$ cat config.mk
export PLATFORM = sky130hd
export DESIGN_NAME = fwd_prop_engine
export DESIGN_NICKNAME = d
export VERILOG_FILES = /design/src/rtl/fwd_prop_engine.sv
export SDC_FILE = /design/constraint.sdc
export NUM_CORES = 1
export LEC_CHECK = 0
export ABC_AREA = 1
export BUFFER_PORTS_ARGS = -buffer_cell sky130_fd_sc_hd__buf_2
export CORE_ASPECT_RATIO = 0.5
export CORE_MARGIN = 5
export CORE_UTILIZATION = 44
export CTS_CLUSTER_SIZE = 16
export DETAILED_ROUTE_END_ITERATION = 8
export PLACE_DENSITY = 0.63
export SYNTH_ARGS = -nofsm -noshare
export SYNTH_HDL_FRONTEND = slang
export SYNTH_SLANG_ARGS = --single-unit
$ cat constraint.sdc
create_clock -name clk -period 9.9 [get_ports clk]
set_input_delay 0.99 -clock clk [delete_from_list [all_inputs] [get_ports clk]]
set_output_delay 0.99 -clock clk [all_outputs]
set_load 0.02 [all_outputs]
$ cat src/rtl/fwd_prop_engine.sv
// rtl/fwd_prop_engine.sv - forward-propagation sequencer: MMU reads, fixed-point MAC, activation, write-back
module fwd_prop_engine #(
  parameter int DW = 16,
  parameter int FRAC = 8,
  parameter int AW = 16,
  parameter int N_LAYERS = 4,
  parameter int N = 8,
  parameter logic [AW-1:0] DATA_BASE = 16'h0000,
  parameter logic [AW-1:0] WEIGHT_BASE = 16'h0100,
  parameter logic [AW-1:0] BIAS_BASE = 16'h0200
) (
  input  logic                  clk,
  input  logic                  rst,
  input  logic                  start,
  input  logic [2*N_LAYERS-1:0] act_sel,
  output logic                  mmu_valid,
  output logic                  mmu_we,
  output logic [AW-1:0]         mmu_address,
  output logic [DW-1:0]         mmu_wdata,
  input  logic                  mmu_ready,
  input  logic [DW-1:0]         mmu_data,
  output logic                  activate_valid,
  output logic [DW-1:0]         activate_in,
  output logic [1:0]            activate_ctrl,
  input  logic                  activate_ready,
  input  logic [DW-1:0]         activate_out,
  output logic                  busy,
  output logic                  done
);

  localparam int LW = (N_LAYERS > 1) ? $clog2(N_LAYERS) : 1;
  localparam int IW = (N > 1) ? $clog2(N) : 1;
  localparam int ACCW = 2*DW + $clog2(N) + 1;
  localparam logic signed [ACCW-1:0] SAT_MAX = {{(ACCW-DW+1){1'b0}}, {(DW-1){1'b1}}};
  localparam logic signed [ACCW-1:0] SAT_MIN = {{(ACCW-DW+1){1'b1}}, {(DW-1){1'b0}}};

  typedef enum logic [2:0] {IDLE, RD_B, RD_X, RD_W, SAT, ACT, WR, DONE} state_t;

  state_t                  state;
  logic [LW-1:0]           l;
  logic [IW-1:0]           j;
  logic [IW-1:0]           i;
  logic signed [DW-1:0]    x_reg;
  logic signed [ACCW-1:0]  acc;
  logic signed [2*DW-1:0]  prod;
  logic [ACCW-1:0]         prod_ext;
  logic [ACCW-1:0]         bias_ext;
  logic signed [ACCW-1:0]  acc_sh;
  logic [DW-1:0]           sat_val;

  function automatic logic [AW-1:0] x_addr(input logic [LW-1:0] ll, input logic [IW-1:0] ii);
    return DATA_BASE + AW'(ll) * AW'(N) + AW'(ii);
  endfunction

  function automatic logic [AW-1:0] w_addr(input logic [LW-1:0] ll, input logic [IW-1:0] jj,
                                          input logic [IW-1:0] ii);
    return WEIGHT_BASE + AW'(ll) * AW'(N*N) + AW'(jj) * AW'(N) + AW'(ii);
  endfunction

  function automatic logic [AW-1:0] b_addr(input logic [LW-1:0] ll, input logic [IW-1:0] jj);
    return BIAS_BASE + AW'(ll) * AW'(N) + AW'(jj);
  endfunction

  function automatic logic [AW-1:0] o_addr(input logic [LW-1:0] ll, input logic [IW-1:0] jj);
    return DATA_BASE + (AW'(ll) + AW'(1)) * AW'(N) + AW'(jj);
  endfunction

  // Bias is pre-scaled to the 2*FRAC product scale so the accumulator holds one fixed-point format.
  always_comb begin
    prod     = x_reg * $signed(mmu_data);
    prod_ext = {{(ACCW-2*DW){prod[2*DW-1]}}, prod};
    bias_ext = {{(ACCW-DW-FRAC){mmu_data[DW-1]}}, mmu_data, {FRAC{1'b0}}};
    acc_sh   = acc >>> FRAC;
    sat_val  = acc_sh[DW-1:0];
    if (acc_sh > SAT_MAX) begin
      sat_val = SAT_MAX[DW-1:0];
    end else if (acc_sh < SAT_MIN) begin
      sat_val = SAT_MIN[DW-1:0];
    end
  end

  always_ff @(posedge clk or posedge rst) begin
    if (rst) begin
      state          <= IDLE;
      l              <= '0;
      j              <= '0;
      i              <= '0;
      x_reg          <= '0;
      acc            <= '0;
      mmu_valid      <= 1'b0;
      mmu_we         <= 1'b0;
      mmu_address    <= '0;
      mmu_wdata      <= '0;
      activate_valid <= 1'b0;
      activate_in    <= '0;
      activate_ctrl  <= '0;
      busy           <= 1'b0;
      done           <= 1'b0;
    end else begin
      case (state)
        IDLE: begin
          if (start) begin
            l           <= '0;
            j           <= '0;
            i           <= '0;
            busy        <= 1'b1;
            mmu_valid   <= 1'b1;
            mmu_we      <= 1'b0;
            mmu_address <= b_addr('0, '0);
            state       <= RD_B;
          end
        end
        RD_B: begin
          if (mmu_ready) begin
            acc         <= bias_ext;
            mmu_address <= x_addr(l, i);
            state       <= RD_X;
          end
        end
        RD_X: begin
          if (mmu_ready) begin
            x_reg       <= $signed(mmu_data);
            mmu_address <= w_addr(l, j, i);
            state       <= RD_W;
          end
        end
        RD_W: begin
          if (mmu_ready) begin
            acc <= acc + prod_ext;
            if (i == IW'(N-1)) begin
              i         <= '0;
              mmu_valid <= 1'b0;
              state     <= SAT;
            end else begin
              i           <= i + IW'(1);
              mmu_address <= x_addr(l, i + IW'(1));
              state       <= RD_X;
            end
          end
        end
        SAT: begin
          activate_in    <= sat_val;
          activate_ctrl  <= act_sel[{l, 1'b0} +: 2];
          activate_valid <= 1'b1;
          state          <= ACT;
        end
        ACT: begin
          if (activate_ready) begin
            activate_valid <= 1'b0;
            mmu_valid      <= 1'b1;
            mmu_we         <= 1'b1;
            mmu_address    <= o_addr(l, j);
            mmu_wdata      <= activate_out;
            state          <= WR;
          end
        end
        WR: begin
          if (mmu_ready) begin
            mmu_we <= 1'b0;
            if (j != IW'(N-1)) begin
              j           <= j + IW'(1);
              mmu_address <= b_addr(l, j + IW'(1));
              state       <= RD_B;
            end else if (l != LW'(N_LAYERS-1)) begin
              j           <= '0;
              l           <= l + LW'(1);
              mmu_address <= b_addr(l + LW'(1), '0);
              state       <= RD_B;
            end else begin
              mmu_valid <= 1'b0;
              busy      <= 1'b0;
              done      <= 1'b1;
              state     <= DONE;
            end
          end
        end
        DONE: begin
          done  <= 1'b0;
          state <= IDLE;
        end
        default: state <= IDLE;
      endcase
    end
  end

endmodule

* Word level (Yosys, flattened, before mapping) *
Cells that the tools add are included.

storage, ports and cells
  register bits after elaboration = 118
  input bits = 45
  output and inout port bits = 55
  word-level logic and storage cells = 133

operators by class
  add/subtract/negate cells = 14
  multiply operators = 1
  $lt $le $gt $ge = 2
  equal/unequal tests = 22
  shift operators = 1
  muxes and demuxes = 56
  reductions and logical operators = 22

operators by type and width
  cell                   number
  $mux 16                11
  $pmux 16 s6            1
  $mux 36                2
  $pmux 36 s2            1
  $mux 3                 15
  $add 36x36->36         1
  $mul 16x16->32         1
  $gt 28x16->1 const B   1
  $lt 28x16->1 const B   1
  $add 11x3->12          2
  $ne 2x2->1 const B     12
  $pmux 3 s8             1
  $add 10x5->11 const A  2
  $eq 3x3->1 const B     5
  $mux 1                 13
  $add 5x3->6            2
  $pmux 3 s2             2
  $reduce_and 4->1       3
  $add 10x6->11          1
  $add 9x8->10 const A   1
  $reduce_and 5->1       2
  $reduce_bool 2->1      5
  $reduce_and 9->1       1
  $mux 2                 4
  other kinds (20)       28

* Depth between registers and ports, before layout *
  depth after elaboration = 6
  gate-level depth with buffers = 42
  mapped depth without buffers = 40

* Worst setup path before layout *
OpenSTA, ideal clock, no wires.

  path type = input to register
  start point = input mmu_data[1]
  end point = register acc[33]
  library setup time = 0.139 ns
  arrival = 7.427 ns
  data required time = 9.761 ns
  setup slack = 2.334 ns
  cell stages on the path = 35
  path buffers = 1
  cells stage by stage = clkbuf_1 nand2_1 inv_1 fa_1 inv_1 fa_1 inv_1 fa_1 fa_1 fa_1 inv_1 fa_1 inv_1 ha_1 nand2_1 inv_1 a21oi_1 nand2_1 a21oi_1 nand2_1 nand2_1 nand3_1 a21oi_1 xor2_1 inv_1 ha_1 nand2_1 nor2_1 inv_1 nor3_1 nand3_1 nand3_1 nand2_1 nand3_1 a22oi_1

between the ends
  word-level cells in the longest chain between the ends = 4

ends and longest elaborated chain
  what                    RTL line  RTL
  start: declaration      21        input logic [DW-1:0] mmu_data,
  $mul 16x16->32          70        prod = x_reg * $signed(mmu_data);
  $add 36x36->36          129       acc <= acc + prod_ext;
  $mux 36                 128       if (mmu_ready) begin
  $pmux 36 s2             100       case (state)
  end signal: assignment  115       acc <= bias_ext;
  end signal: assignment  129
  end: declaration        44        logic signed [ACCW-1:0] acc;

Every way passes these cells. The select of a mux whose other input is x is not followed.
A chain may end at the register's enable or synchronous reset.

* Worst setup path after layout *
  start point = input mmu_data[15]
  end point = register acc[31]

between the ends
  word-level cells in the longest chain between the ends = 4
  elaborated cells on any way between the ends = 5
  those cells by class = add/sub: 1; mul: 1; mux: 3

ends and longest elaborated chain
  what             RTL line
  $mul 16x16->32   70
  $add 36x36->36   129
  $mux 36          128
  $pmux 36 s2 (*)  100

Mark *: on every way between the ends. The rest lies on a longest branch, timed or not. The select of a mux whose other input is x is not followed.

==> flow_metrics.tcl <==
set metrics [dict create \
    start_util_pct 44.25 \
    place.gp.congestion 1.012 \
    grt_pass1_vias 15310 \
    ctsRootBufferMaster "clkbuf_16" \
    largest_reg_flops 36 \
    grt_pass1_wl_um 82940 \
    synth_area_um2 17790 \
    rsz0062_at_grt "no" \
    cp_top_family "adder cells" \
    clk_pin_slew_ns 0.09 \
    status "complete, no violations" \
    die-height_um 152.2 \
    utilization_pct 47.26 \
    cts_hold_buffers 0 \
    detail_route.wirelength_um 49760 \
    timing.critical_path.buf_inv 4 \
    dieArea_um2 44800 \
    fp.dieW_um 294.4 \
    synth_most_common_cell "nand2_1" \
    drtIter0Drc 1131 \
    diodes 0 \
    cp_slowest_cell "inv_1" \
    setup.worst_path.start_class "primary input" \
    synth_commonest_cells "nand2_1, inv_1, fa_1, nor2_1, ha_1" \
    portBuffers 93 \
    cpPeakStageDelay_ns 0.59 \
    clk_path_buf_depth 2 \
    path_class "in -> reg" \
    ctsResizeCount 0 \
    clock_latency_ns 0.37 \
    tns_ns 0 \
    synthTopCellsByArea "fa_1, dfrtp_1, nand2_1" \
    drt_pass1_iterations 5 \
    cp_max_fo 16 \
    cts_setup_buffers 0 \
    post-route-period-util_pct 87.52 \
    slew_viol_final 0 \
    worst_slack_ns 1.235 \
    num_rows 52 \
    wl_per_cell_um 16.74 \
    htree_levels 3 \
    synth_top_flop_cell "dfrtp_1" \
    ant_nets 0 \
    cap_violations 0 \
    numCtsBuffers 9 \
    setup_viol 0 \
    antenna_found_initial 0 \
    cp.arrival_ns 8.95 \
    fin_skew_ns 0.01345 \
    io_pins 100 \
    hold_viol 0 \
    tightest_slew_ns 0.9147 \
    critical_path_required_ns 10.19 \
    yosysTopAreaCell "fa_1" \
    coreArea_um2 40210 \
    grt_overflow 0 \
    yosysWarningCount 0 \
    regMostFlops "acc" \
    hp-class "reg -> reg" \
    yosys.cell_types.count 57 \
    drcViolationCount 0 \
    drive_above_1_share_pct 6.741 \
    synth.avg_cell_area_um2 7.439 \
    netlist.area_leader.share_pct 29.59 \
    post-dp-hpwl_um 40650 \
    path_common_cell "fa_1" \
    place_ws_ns 0.9680 \
    grt_start_max_net_pins 66 \
    async_reset_ff_share_pct 100.0 \
    final.min_clock_period_ns 8.665 \
    area_growth_pct 6.786 \
    synth_edf_count 0 \
    fmax_mhz 115.4 \
    yosysSeqAreaShare_pct 15.75 \
    clock-sinks 112 \
    track_usage_pct 23.02 \
    synth.ff_latch_count 112 \
    vias_per_cell 5.005 \
    finalNetCount 2858 \
    num_vias 14880 \
    cts_tree "yes" \
    critPathCaptureType "flop" \
    slew_headroom_pct 39.02 \
    syn-instance-count 2392 \
]
cell usage in the layout (no fill, tap or decap), types with 3 or more instances in the layout:
cell type  count
a21boi_0       5
a21o_1         4
a21oi_1       82
a22oi_1        4
a2bb2oi_1      6
a31oi_1       12
buf_2         93
buf_4         15
clkbuf_16      9
conb_1         6
dfrtp_1      112
fa_1         263
ha_1         122
inv_1        589
inv_2          4
inv_4          3
mux2_2         6
nand2_1      621
nand3_1       70
nand4_1       14
nor2_1       162
nor2_4         3
nor3_1        17
nor4_1         7
o211ai_1      10
o21ai_0       90
o21ai_1        4
o21ai_2        6
o21bai_1      10
o22ai_1        3
o31ai_1        6
or2_2          5
xnor2_1       11
xor2_1        25
cells by family after synthesis:
kind of cell | synth area share, %
xor+xnor | 1.772
flops | 15.75
other cells | 0.02108
simple gates | 20.57
buf+inv | 14.72
mux | 0.4430
fa+ha+maj | 38.17
compound gates | 8.551
metrics by stage:
stage                     hold slack (ns)  cells  cell area [µm²]
after global routing               0.4897   2973            19000
after detailed placement           0.4537   2957            18690
final                              0.4730   2973            19000
after CTS                          0.4769   2973            19000
after global placement             0.4534   2957            18690
after floorplan                    0.4555   2397            17810
metal layers:
layer	track usage, %	vias to the layer above	part of all wire, %
li1	-	7190	-
met1	34.37	7214	48
met2	34.76	410	43
met3	4.835	65	6.6
met4	4.929	0	2.0
met5	0	-	0
cell type report:
| class | count | area [µm²] |
|---|---|---|
| clock buffer | 10 | 239.0 |
| clock inverter | 6 | 71.32 |
| fill | 4134 | 21210 |
| inverter | 596 | 2245 |
| multi-input combinational | 1601 | 12390 |
| sequential | 112 | 2803 |
| tap | 540 | 675.6 |
| timing repair buffer | 108 | 578.1 |
worst register-to-register path: cells and delay by family (launching register included):
kind / cells / cell delay, ns
buf+inv: 5 / 0.41
compound gates: 5 / 1.04
simple gates: 11 / 1.76
xor+xnor: 1 / 0.29
flops: 1 / 0.65
fa+ha+maj: 8 / 4.09
worst paths after layout:
check / slack (ns) / end / startpoint / depth (start not counted)
setup / recovery: 1.24 / acc[31] / mmu_data[15] / 29
hold / removal: 0.47 / mmu_wdata[12] / mmu_wdata[12] / 2
setup reg to reg: 1.57 / acc[31] / x_reg[15] / 30
hold reg to reg: 0.47 / mmu_wdata[12] / mmu_wdata[12] / 2
max in group asynchronous: 7.92 / acc[30] / rst / 3
min in group asynchronous: 0.69 / activate_in[7] / rst / 2
Power is not shown: default switching activity piles up to over one toggle a cycle in this logic, so the estimate is an artifact.
